==> config.mk <==
export PLATFORM = sky130hd
export DESIGN_NAME = midi_tx_arbiter
export DESIGN_NICKNAME = d
export VERILOG_FILES = /design/src/rtl/midi_tx_arbiter.sv
export SDC_FILE = /design/constraint.sdc
export NUM_CORES = 1
export LEC_CHECK = 0
export BUFFER_PORTS_ARGS = -buffer_cell sky130_fd_sc_hd__buf_2
export CAP_MARGIN = 20
export CORE_MARGIN = 4
export CORE_UTILIZATION = 45
export CTS_CLUSTER_SIZE = 20
export DETAILED_ROUTE_END_ITERATION = 16
export PLACE_DENSITY = 0.74
export SLEW_MARGIN = 25
export SYNTH_ARGS = -nofsm -noshare
export SYNTH_HDL_FRONTEND = slang
export SYNTH_SLANG_ARGS = --single-unit
==> constraint.sdc <==
create_clock -name CLOCK_50 -period 1.8 [get_ports CLOCK_50]
set_input_delay 0.09 -clock CLOCK_50 [delete_from_list [all_inputs] [get_ports CLOCK_50]]
set_output_delay 0.09 -clock CLOCK_50 [all_outputs]
set_load 0.01 [all_outputs]
==> src/rtl/midi_tx_arbiter.sv <==
// midi_tx_arbiter
//   Round-robin arbiter that lets NUM_REQ byte-stream requesters share one
//   MIDI transmitter. It works at message granularity. Once a requester is
//   granted, it keeps the transmitter until a byte flagged req_last has been
//   fully shifted out, or until the transmitter fails to go busy (timeout).
//
// Parameters
//   NUM_REQ      number of requesters (2..8)
//   TIMEOUT_CYC  cycles to wait for midi_out_ready to fall after a send pulse
//
// Ports
//   CLOCK_50        clock, all logic on posedge
//   reset_reg_N     asynchronous active-low reset
//   req_valid       per-requester byte available
//   req_data        per-requester byte, requester i at [8i+7:8i]
//   req_last        per-requester end-of-message flag
//   req_ready       one-cycle pulse, byte of requester i consumed
//   grant           one-hot current owner, zero when idle
//   midi_send_byte  one-cycle start pulse to the transmitter
//   midi_out_data   byte being transmitted, held until the transmitter is done
//   midi_out_ready  transmitter idle (1) / shifting (0)
//   busy            arbiter not idle
//   tx_timeout      one-cycle pulse, transmitter never went busy
//
// Optional feature
//   MIDI_RUNNING_STATUS_EN : suppress a channel status byte (80..EF) equal to
//   the last transmitted one. The byte is consumed but not sent.

module midi_tx_arbiter #(
  parameter int NUM_REQ     = 4,
  parameter int TIMEOUT_CYC = 4096
) (
  input  logic                 CLOCK_50,
  input  logic                 reset_reg_N,
  input  logic [NUM_REQ-1:0]   req_valid,
  input  logic [8*NUM_REQ-1:0] req_data,
  input  logic [NUM_REQ-1:0]   req_last,
  output logic [NUM_REQ-1:0]   req_ready,
  output logic [NUM_REQ-1:0]   grant,
  output logic                 midi_send_byte,
  output logic [7:0]           midi_out_data,
  input  logic                 midi_out_ready,
  output logic                 busy,
  output logic                 tx_timeout
);

  localparam int IW = (NUM_REQ > 1) ? $clog2(NUM_REQ) : 1;
  localparam int CW = $clog2(TIMEOUT_CYC + 1);

  typedef enum logic [2:0] {IDLE, SEND, WAIT_BUSY, WAIT_DONE, HOLD} state_t;

  state_t             r_state, w_next;
  logic [NUM_REQ-1:0] r_grant, r_ready;
  logic [IW-1:0]      r_owner, r_last_owner, w_pick, w_idx;
  logic               w_any;
  logic [CW-1:0]      r_cnt;
  logic               r_last, r_send, r_to;
  logic [7:0]         r_data, w_own_data;
  logic               w_own_valid, w_own_last, w_suppress;
  logic               w_take, w_fire, w_tx, w_to, w_rel;

  assign req_ready      = r_ready;
  assign grant          = r_grant;
  assign midi_send_byte = r_send;
  assign midi_out_data  = r_data;
  assign tx_timeout     = r_to;
  assign busy           = (r_state != IDLE);

  // Round-robin search. Offsets are scanned from farthest to nearest, so the
  // first valid requester after last_owner is the one that sticks.
  always_comb begin
    w_pick = '0;
    w_idx  = '0;
    w_any  = 1'b0;
    for (int k = NUM_REQ; k >= 1; k--) begin
      w_idx = IW'((int'(r_last_owner) + k) % NUM_REQ);
      if (req_valid[w_idx]) begin
        w_pick = w_idx;
        w_any  = 1'b1;
      end
    end
  end

  // Mux out the current owner's lane.
  always_comb begin
    w_own_data  = 8'h00;
    w_own_valid = 1'b0;
    w_own_last  = 1'b0;
    for (int i = 0; i < NUM_REQ; i++) begin
      if (IW'(i) == r_owner) begin
        w_own_data  = req_data[8*i +: 8];
        w_own_valid = req_valid[i];
        w_own_last  = req_last[i];
      end
    end
  end

`ifdef MIDI_RUNNING_STATUS_EN
  logic [7:0] r_last_status;

  // Only bytes that actually go out on the wire change running status.
  // Data bytes and system real-time bytes leave it unchanged.
  always_ff @(posedge CLOCK_50 or negedge reset_reg_N) begin
    if (!reset_reg_N) begin
      r_last_status <= 8'h00;
    end else if (w_tx) begin
      if (w_own_data >= 8'h80 && w_own_data <= 8'hEF)
        r_last_status <= w_own_data;
      else if (w_own_data >= 8'hF0 && w_own_data <= 8'hF7)
        r_last_status <= 8'h00;
    end
  end

  assign w_suppress = (w_own_data >= 8'h80) && (w_own_data <= 8'hEF) &&
                      (w_own_data == r_last_status);
`else
  assign w_suppress = 1'b0;
`endif

  always_ff @(posedge CLOCK_50 or negedge reset_reg_N) begin
    if (!reset_reg_N) r_state <= IDLE;
    else              r_state <= w_next;
  end

  always_comb begin
    w_next = r_state;
    w_take = 1'b0;
    w_fire = 1'b0;
    w_tx   = 1'b0;
    w_to   = 1'b0;
    w_rel  = 1'b0;
    case (r_state)
      IDLE: begin
        if (w_any) begin
          w_take = 1'b1;
          w_next = SEND;
        end
      end
      SEND: begin
        if (midi_out_ready && w_own_valid) begin
          w_fire = 1'b1;
          w_tx   = !w_suppress;
          // A suppressed byte never makes the transmitter busy. Go straight
          // to WAIT_DONE, which sees ready=1 and applies the captured last.
          w_next = w_suppress ? WAIT_DONE : WAIT_BUSY;
        end
      end
      WAIT_BUSY: begin
        if (!midi_out_ready) begin
          w_next = WAIT_DONE;
        end else if (r_cnt >= CW'(TIMEOUT_CYC - 1)) begin
          w_to   = 1'b1;
          w_rel  = 1'b1;
          w_next = IDLE;
        end
      end
      WAIT_DONE: begin
        if (midi_out_ready) begin
          if (r_last) begin
            w_rel  = 1'b1;
            w_next = IDLE;
          end else begin
            w_next = HOLD;
          end
        end
      end
      HOLD:    w_next = SEND;
      default: w_next = IDLE;
    endcase
  end

  always_ff @(posedge CLOCK_50 or negedge reset_reg_N) begin
    if (!reset_reg_N) begin
      r_grant      <= '0;
      r_ready      <= '0;
      r_owner      <= '0;
      r_last_owner <= IW'(NUM_REQ - 1);
      r_cnt        <= '0;
      r_last       <= 1'b0;
      r_send       <= 1'b0;
      r_to         <= 1'b0;
      r_data       <= 8'h00;
    end else begin
      r_ready <= '0;
      r_send  <= 1'b0;
      r_to    <= w_to;
      if (w_take) begin
        r_grant <= NUM_REQ'(1) << w_pick;
        r_owner <= w_pick;
      end
      if (w_fire) begin
        r_ready <= NUM_REQ'(1) << r_owner;
        r_last  <= w_own_last;
        r_send  <= w_tx;
        if (w_tx) r_data <= w_own_data;
      end
      // The counter measures cycles since the send pulse. It saturates so
      // that it cannot wrap.
      if (w_fire)
        r_cnt <= '0;
      else if (r_state == WAIT_BUSY && r_cnt != CW'(TIMEOUT_CYC))
        r_cnt <= r_cnt + 1'b1;
      if (w_rel) begin
        r_grant      <= '0;
        r_last_owner <= r_owner;
      end
    end
  end

endmodule
==> run metrics, run 1 <==
Synth Register Bits 39; most common flop cell mapped by yosys dfrtp_1; Setup Skew 0.006489 ns; crit path kind register to register; Routed Antenna Nets 0; clock root buffer clkbuf_8; Area growth, synth to finish 26.52%; XOR/XNOR Fraction of Synth Area 4.630%; Largest stage delay, worst path 0.36 ns; area of the mapped netlist between 2000 and 2500 um^2; Setup crit start kind register; drt drc 0; TNS Setup 0 ns; register area share after synthesis 47.02%; Layout Nets 301; Final Power 0.003509 W; drt via density about 5.3; Mean Syn Cell Area 11.62 um^2; final hold vios 0; n_diodes 0; H-tree depth 2; final slew viol count 0; Tcrit/Tclk final 94.22%; drt wl/cell 14.11 um; Die Y 76 um; maximum clock path buffer count 2; PortBufs 61; status finished, final reports clean; post-synthesis cell count approximately 180; Clock Latency Late Sink 0.29 ns; Synth cell types 45; CTS tree done; FFs w/ async S/R, synth 100.0%; GP Congestion 0.7696; simple-gate area share of the yosys netlist 19.24%; arrival time at the worst endpoint approximately 1.9 ns; RSZ-0062 raised after global routing false; core area 4414 um^2; commonest non-fill, non-tap cell in the layout buf_2; die area about 5800 um^2; number of synthesized flops with an enable pin 0; I/O pin total between 60 and 70; DPL Wire Length 3250 um; Initial Util 47.14%; Slowest-stage cell, CP dfrtp_1; via count approximately 1,600; largest net degree at the start of global routing 40; Compound-Gate Fraction of Synth Area 5.713%; total gr overflow 0; Rel. slew slack between 60% and 70%; mux cell area share after synthesis a little under a fifth; first-pass GRT wire length approximately 7600 um; row cnt 24; most frequent cells in the layout 61 x buf_2, 37 x dfrtp_1, 20 x nor2_1; main combinational cell family by area after synthesis simple AND/OR/NAND/NOR gates; required time of the worst setup path 2.02 ns; DRT Pass-1 Iters 4; Worst Tran Pin Value 0.4780 ns; P_leak 1.257 nW; worst hold-check path type input port to register; synth warn 0; setup violators final 0; adder-cell area share of the yosys netlist 1.203%; Total Routing Usage GR between 15 and 20%; initial antenna violation count 0; Max Freq 589.6 MHz; DRT iter0 DRCs 73; max cap viols 0; vias in the first global route about 1,700; CP cell instances ha_2, a21oi_1, nor4_2, nor3_1, nor3_4, mux2_2; total CTS buffers 5; Max VDD drop 0.8009 mV; total wire length 4360 um; Buf/Inv on CP 0; Critical Path Fanout Max 4; layout cell share with drive strength beyond 1 42.80%; die width approximately 76 um; clock slew at reported path FFs 0.07 ns; PwrDens 1333 nW/um^2; clk sinks 39; Mapped Nets 224; CP Capture Type register; Top delay family on crit path simple AND/OR/NAND/NOR gates; fin crit period 1.696 ns
==> final timing paths <==
| path | from | to | cells past startpoint | slack (ns) |
|---|---|---|---|---|
| hold reg to reg | midi_out_data[4] | midi_out_data[4] | 1 | 0.51 |
| max in group asynchronous | reset_reg_N | r_last_owner[1] | 3 | 1.07 |
| hold / removal | midi_out_ready | r_state[0] | 3 | 0.10 |
| setup reg to reg | r_cnt[0] | r_last_owner[0] | 6 | 0.10 |
| min in group asynchronous | reset_reg_N | r_state[1] | 3 | 0.39 |
| setup / recovery | r_cnt[0] | r_last_owner[0] | 6 | 0.10 |
==> final cells by class <==
type,instances,area [um^2]
clock inverters,1,30.03
multi-input cells,129,1036
well taps,52,65.06
fillers,381,1782
clock buffers,7,76.32
repair buffers,78,435.4
flip-flops and latches,39,978.4
inverters,3,11.26
==> Yosys cell counts, drive strengths merged, types with 2 or more instances <==
library cell   n  area share [%]
and3           3            0.90
clkbuf         3            0.54
nor4           2            0.60
mux4          10              12
a21oi          8             1.9
xnor2          4             1.7
o21ai          5             1.2
or3            2            0.60
nor4b          2            0.84
ha             2             1.2
nor3           4             1.5
nand4          2            0.60
dfrtp         37              44
inv            3            0.54
nor2          20             3.6
xor2           7             2.9
nand2b         4             1.2
nor2b          4             1.2
dfstp          2             2.5
buf            5             2.6
nand2         13             2.3
or3b           2            0.84
mux2          12             6.5
nand3          7             1.7
==> flip-flops by register name (all words and copies together), names as in the netlist <==
| name | cells |
|---|---|
| r_state | 3 |
| r_last_owner | 2 |
| midi_out_data | 8 |
| grant | 4 |
| r_owner | 2 |
| r_last | 1 |
| req_ready | 4 |
| tx_timeout | 1 |
| midi_send_byte | 1 |
| r_cnt | 13 |
==> what timing repair did <==
| item | CTS | global route |
|---|---|---|
| endpoints found under the hold margin | 37 | 0 |
| gates resized for setup | 2 | 1 |
| hold buffers | 1 | 0 |
| setup buffers | 0 | 1 |
| pin swaps | 0 | 2 |
| endpoints found under the setup margin | 24 | 3 |
==> cells by family (layout without fill, tap and decap cells) <==
group                      after synthesis  in the layout
and+or+nand+nor                         73             73
DFF                                     39             39
muxes                                   23             23
AOI/OAI and AO/OA                       20             20
xor gates and xnor gates                11             11
buffers and inverters                   11             89
adders and majority gates                2              2
==> layer usage <==
layer / GRT usage [%] / wire length (um)
met4: 5.872 / 99
met3: 4.255 / 196
met2: 26.71 / 2216
met1: 19.24 / 1848
met5: 0 / 0
==> where the power goes <==
group	internal, W	switching (W)	leakage, nW	total (W)
Clock	0.000415	0.000287	0.0524	0.000701
Sequential	0.00115	0.000176	0.505	0.00132
Combinational	0.000796	0.000687	0.700	0.00148
Total	0.00236	0.00115	1.26	0.00351
==> worst reg2reg max path, cell delays in order, from the launching register on <==
cell and delay [ns]:
dfrtp_1 0.36, ha_2 0.21, a21oi_1 0.06, nor4_2 0.26
nor3_1 0.13, nor3_4 0.26, mux2_2 0.36
==> through the flow <==
step	std cells	cell area (um^2)	setup slack [ns]	hold slack, ns	util, %
CTS	308	2623	0.05659	0.09623	59.41
finish	309	2633	0.1041	0.1028	59.64
detailed placement	299	2499	-0.04332	0.1738	56.60
global route	309	2633	0.0008831	0.1165	59.64
global placement	299	2499	-0.006414	0.1679	56.60
floorplan	179	2081	0.07809	-0.2056	-
No activity file was read; power rests on OpenSTA's default activity.
==> run 2: changes to the inputs <==
--- a/config.mk
+++ b/config.mk
@@ -11,6 +11,7 @@
 export CORE_UTILIZATION = 45
 export CTS_CLUSTER_SIZE = 20
 export DETAILED_ROUTE_END_ITERATION = 16
+export GPL_TIMING_DRIVEN = 0
 export PLACE_DENSITY = 0.74
 export SLEW_MARGIN = 25
 export SYNTH_ARGS = -nofsm -noshare
==> run metrics, run 2 (synthesized netlist as in run 1, its figures left out) <==
clock root buffer clkbuf_8; switching share of power 34.65% (+1.9 points); Pint 0.002251 W (-4.6%); Clock Latency Late Sink 0.28 ns (about the same); most frequent CP cell buf_6; most frequent cells in the layout 62 x buf_2, 36 x dfrtp_1, 15 x nor2_1; P_leak 1.255 nW (-0.15%); DRT Pass-1 Iters 4 (unchanged); status finished, final reports clean; CP cell instances buf_6, mux4_2, and4b_1, buf_6, buf_8, a31o_2; fin crit period 1.759 ns (+0.06278 ns); multi-input logic area 1062 um^2 (+2.5%); first-pass GRT wire length 7624 um (+0.18%); GP Congestion 0.7546 (-1.9%); max cap viols 0 (unchanged); via count 1,680 (+2.3%); Max Freq 568.6 MHz (-3.6%); worst hold-check path type input port to register; Worst Hold Path Cells 3 (unchanged); DRT iter0 DRCs 86 (+18%); TNS Setup 0 ns (unchanged); Final Power 0.003444 W (-1.8%); die area 5776 um^2 (unchanged); total gr overflow 0 (unchanged); Critical Path Fanout Max 10 (+6); Final Worst Setup Slack 0.04127 ns (-0.06278 ns); RSZ-0062 raised after global routing true; clk sinks 39 (unchanged); R2R cell count 6 (unchanged); Non-Filler Instances 309 (unchanged); RR Startpoint r_owner[0]; Worst path depth 6 (unchanged); drt wl/cell 14.46 um (+2.5%); Initial Util 47.14% (unchanged); core area 4414 um^2 (unchanged); min-delay src midi_out_ready; arrival time at the worst endpoint 1.93 ns (about the same); hold_ws 0.1081 ns (+0.005318 ns); H-tree depth 2 (unchanged); vias in the first global route 1,704 (+0.65%); Rel. slew slack 43.11% (-25 points); Tcrit/Tclk final 97.71% (+3.5 points); Area growth, synth to finish 27.48%; Setup crit start kind register; maximum clock path buffer count 2 (unchanged); Routed Antenna Nets 0 (unchanged); Layout Nets 301 (unchanged); logic gate share of total power 44.3% (+2.0 points); total wire length 4468 um (+2.5%); crit path launch r_owner[0]; commonest non-fill, non-tap cell in the layout buf_2; n_diodes 0 (unchanged); Top delay family on crit path multiplexers; Total Routing Usage GR 15.85% (+0.030 points); required time of the worst setup path 1.97 ns (-0.05 ns); Slowest-stage cell, CP mux4_2; P_sw 0.001193 W (+3.8%); largest net degree at the start of global routing 40 (unchanged); PwrDens 1298 nW/um^2 (-2.6%); Clock power frac 16.5% (-3.5 points); initial antenna violation count 0 (unchanged); Largest stage delay, worst path 0.50 ns (+0.14 ns); final hold vios 0 (unchanged); filler instances 385 (+1.0%); drt drc 0 (unchanged); CP Capture Type register; register with the most flip-flops r_cnt; total CTS buffers 5 (unchanged); DPL Wire Length 3267 um (+0.50%); I/O pin total 62 (unchanged); Placed Instances 292 (-2.3%); max reg flops 13 (unchanged); CTS tree done; setup violators final 0 (unchanged); crit path kind register to register; Setup Skew 0.005541 ns (-0.0009482 ns); clock slew at reported path FFs 0.07 ns (about the same); Max VDD drop 0.7678 mV (-4.1%); Buf/Inv on CP 3 (+3); Worst Tran Pin Value 0.8534 ns (+0.3753 ns); drt via density 5.437 (+2.3%); Flop pwr share 39.3% (+1.6 points); die width 76 um (unchanged); Die Y 76 um (unchanged); PortBufs 61 (unchanged); row cnt 24 (unchanged); final slew viol count 0 (unchanged); layout cell share with drive strength beyond 1 45.91% (+3.1 points); register area 979.7 um^2 (+0.13%); Place WS -0.1653 ns (-0.1220 ns)
[run 2: worst paths after layout]
check | to | slack, ns
max reg2reg | r_state[1] | 0.04
max in group asynchronous | r_cnt[0] | 0.76
max | r_state[1] | 0.04
min in group asynchronous | r_cnt[1] | 0.45
min | r_state[0] | 0.11
min reg2reg | midi_out_data[4] | 0.50
[run 2: worst reg2reg max path: cells and delay by family, from the launching register on]
family,cells,cell delay [ns]
AND/OR/NAND/NOR,1,0.21
buffers and inverters,3,0.39
flip-flops,1,0.34
multiplexers,1,0.50
AO/OA/AOI/OAI,1,0.21
[run 2: through the flow]
stage          instance area [um^2]  util [%]
2_1_floorplan                  2081         -
3_3_place_gp                   2451     55.53
6_report                       2653     60.09
5_1_grt                        2653     60.09
4_1_cts                        2596     58.82
3_5_place_dp                   2451     55.53
[run 2: area by class of cell]
class	count	area share (%)
inverter	3	0.4245
tap	52	2.453
buffer	7	2.547
clock inverter	3	0.5660
multi-input combinational	129	40.05
sequential	39	36.93
clock buffer	5	2.594
timing repair buffer	71	14.43
[run 2: per-layer routing]
| layer | GRT usage, % | wire length [um] | share of wire, % | vias to the layer above |
|---|---|---|---|---|
| li1 | - | - | - | 805 |
| met1 | 19.09 | 1874 | 42 | 822 |
| met3 | 3.428 | 193 | 4.3 | 6 |
| met4 | 6.406 | 70 | 1.6 | 0 |
| met2 | 27.31 | 2329 | 52 | 47 |
| met5 | 0 | 0 | 0 | - |
[run 2: power groups by stage]
stage                     logic [W]  registers [W]  clock network (W)
final                       0.00152        0.00135           0.000567
after floorplan            0.000983        0.00139                  0
after global routing        0.00168        0.00141           0.000623
after CTS                   0.00147        0.00135           0.000585
after global placement      0.00143        0.00133                  0
after detailed placement    0.00147        0.00134                  0
[run 2: timing repair]
action                                 CTS  global route
hold buffers                             1             0
setup buffers                            6             3
gates resized for setup                  4             9
pin swaps                                2             2
setup endpoints to repair               16            16
endpoints found under the hold margin   37             0
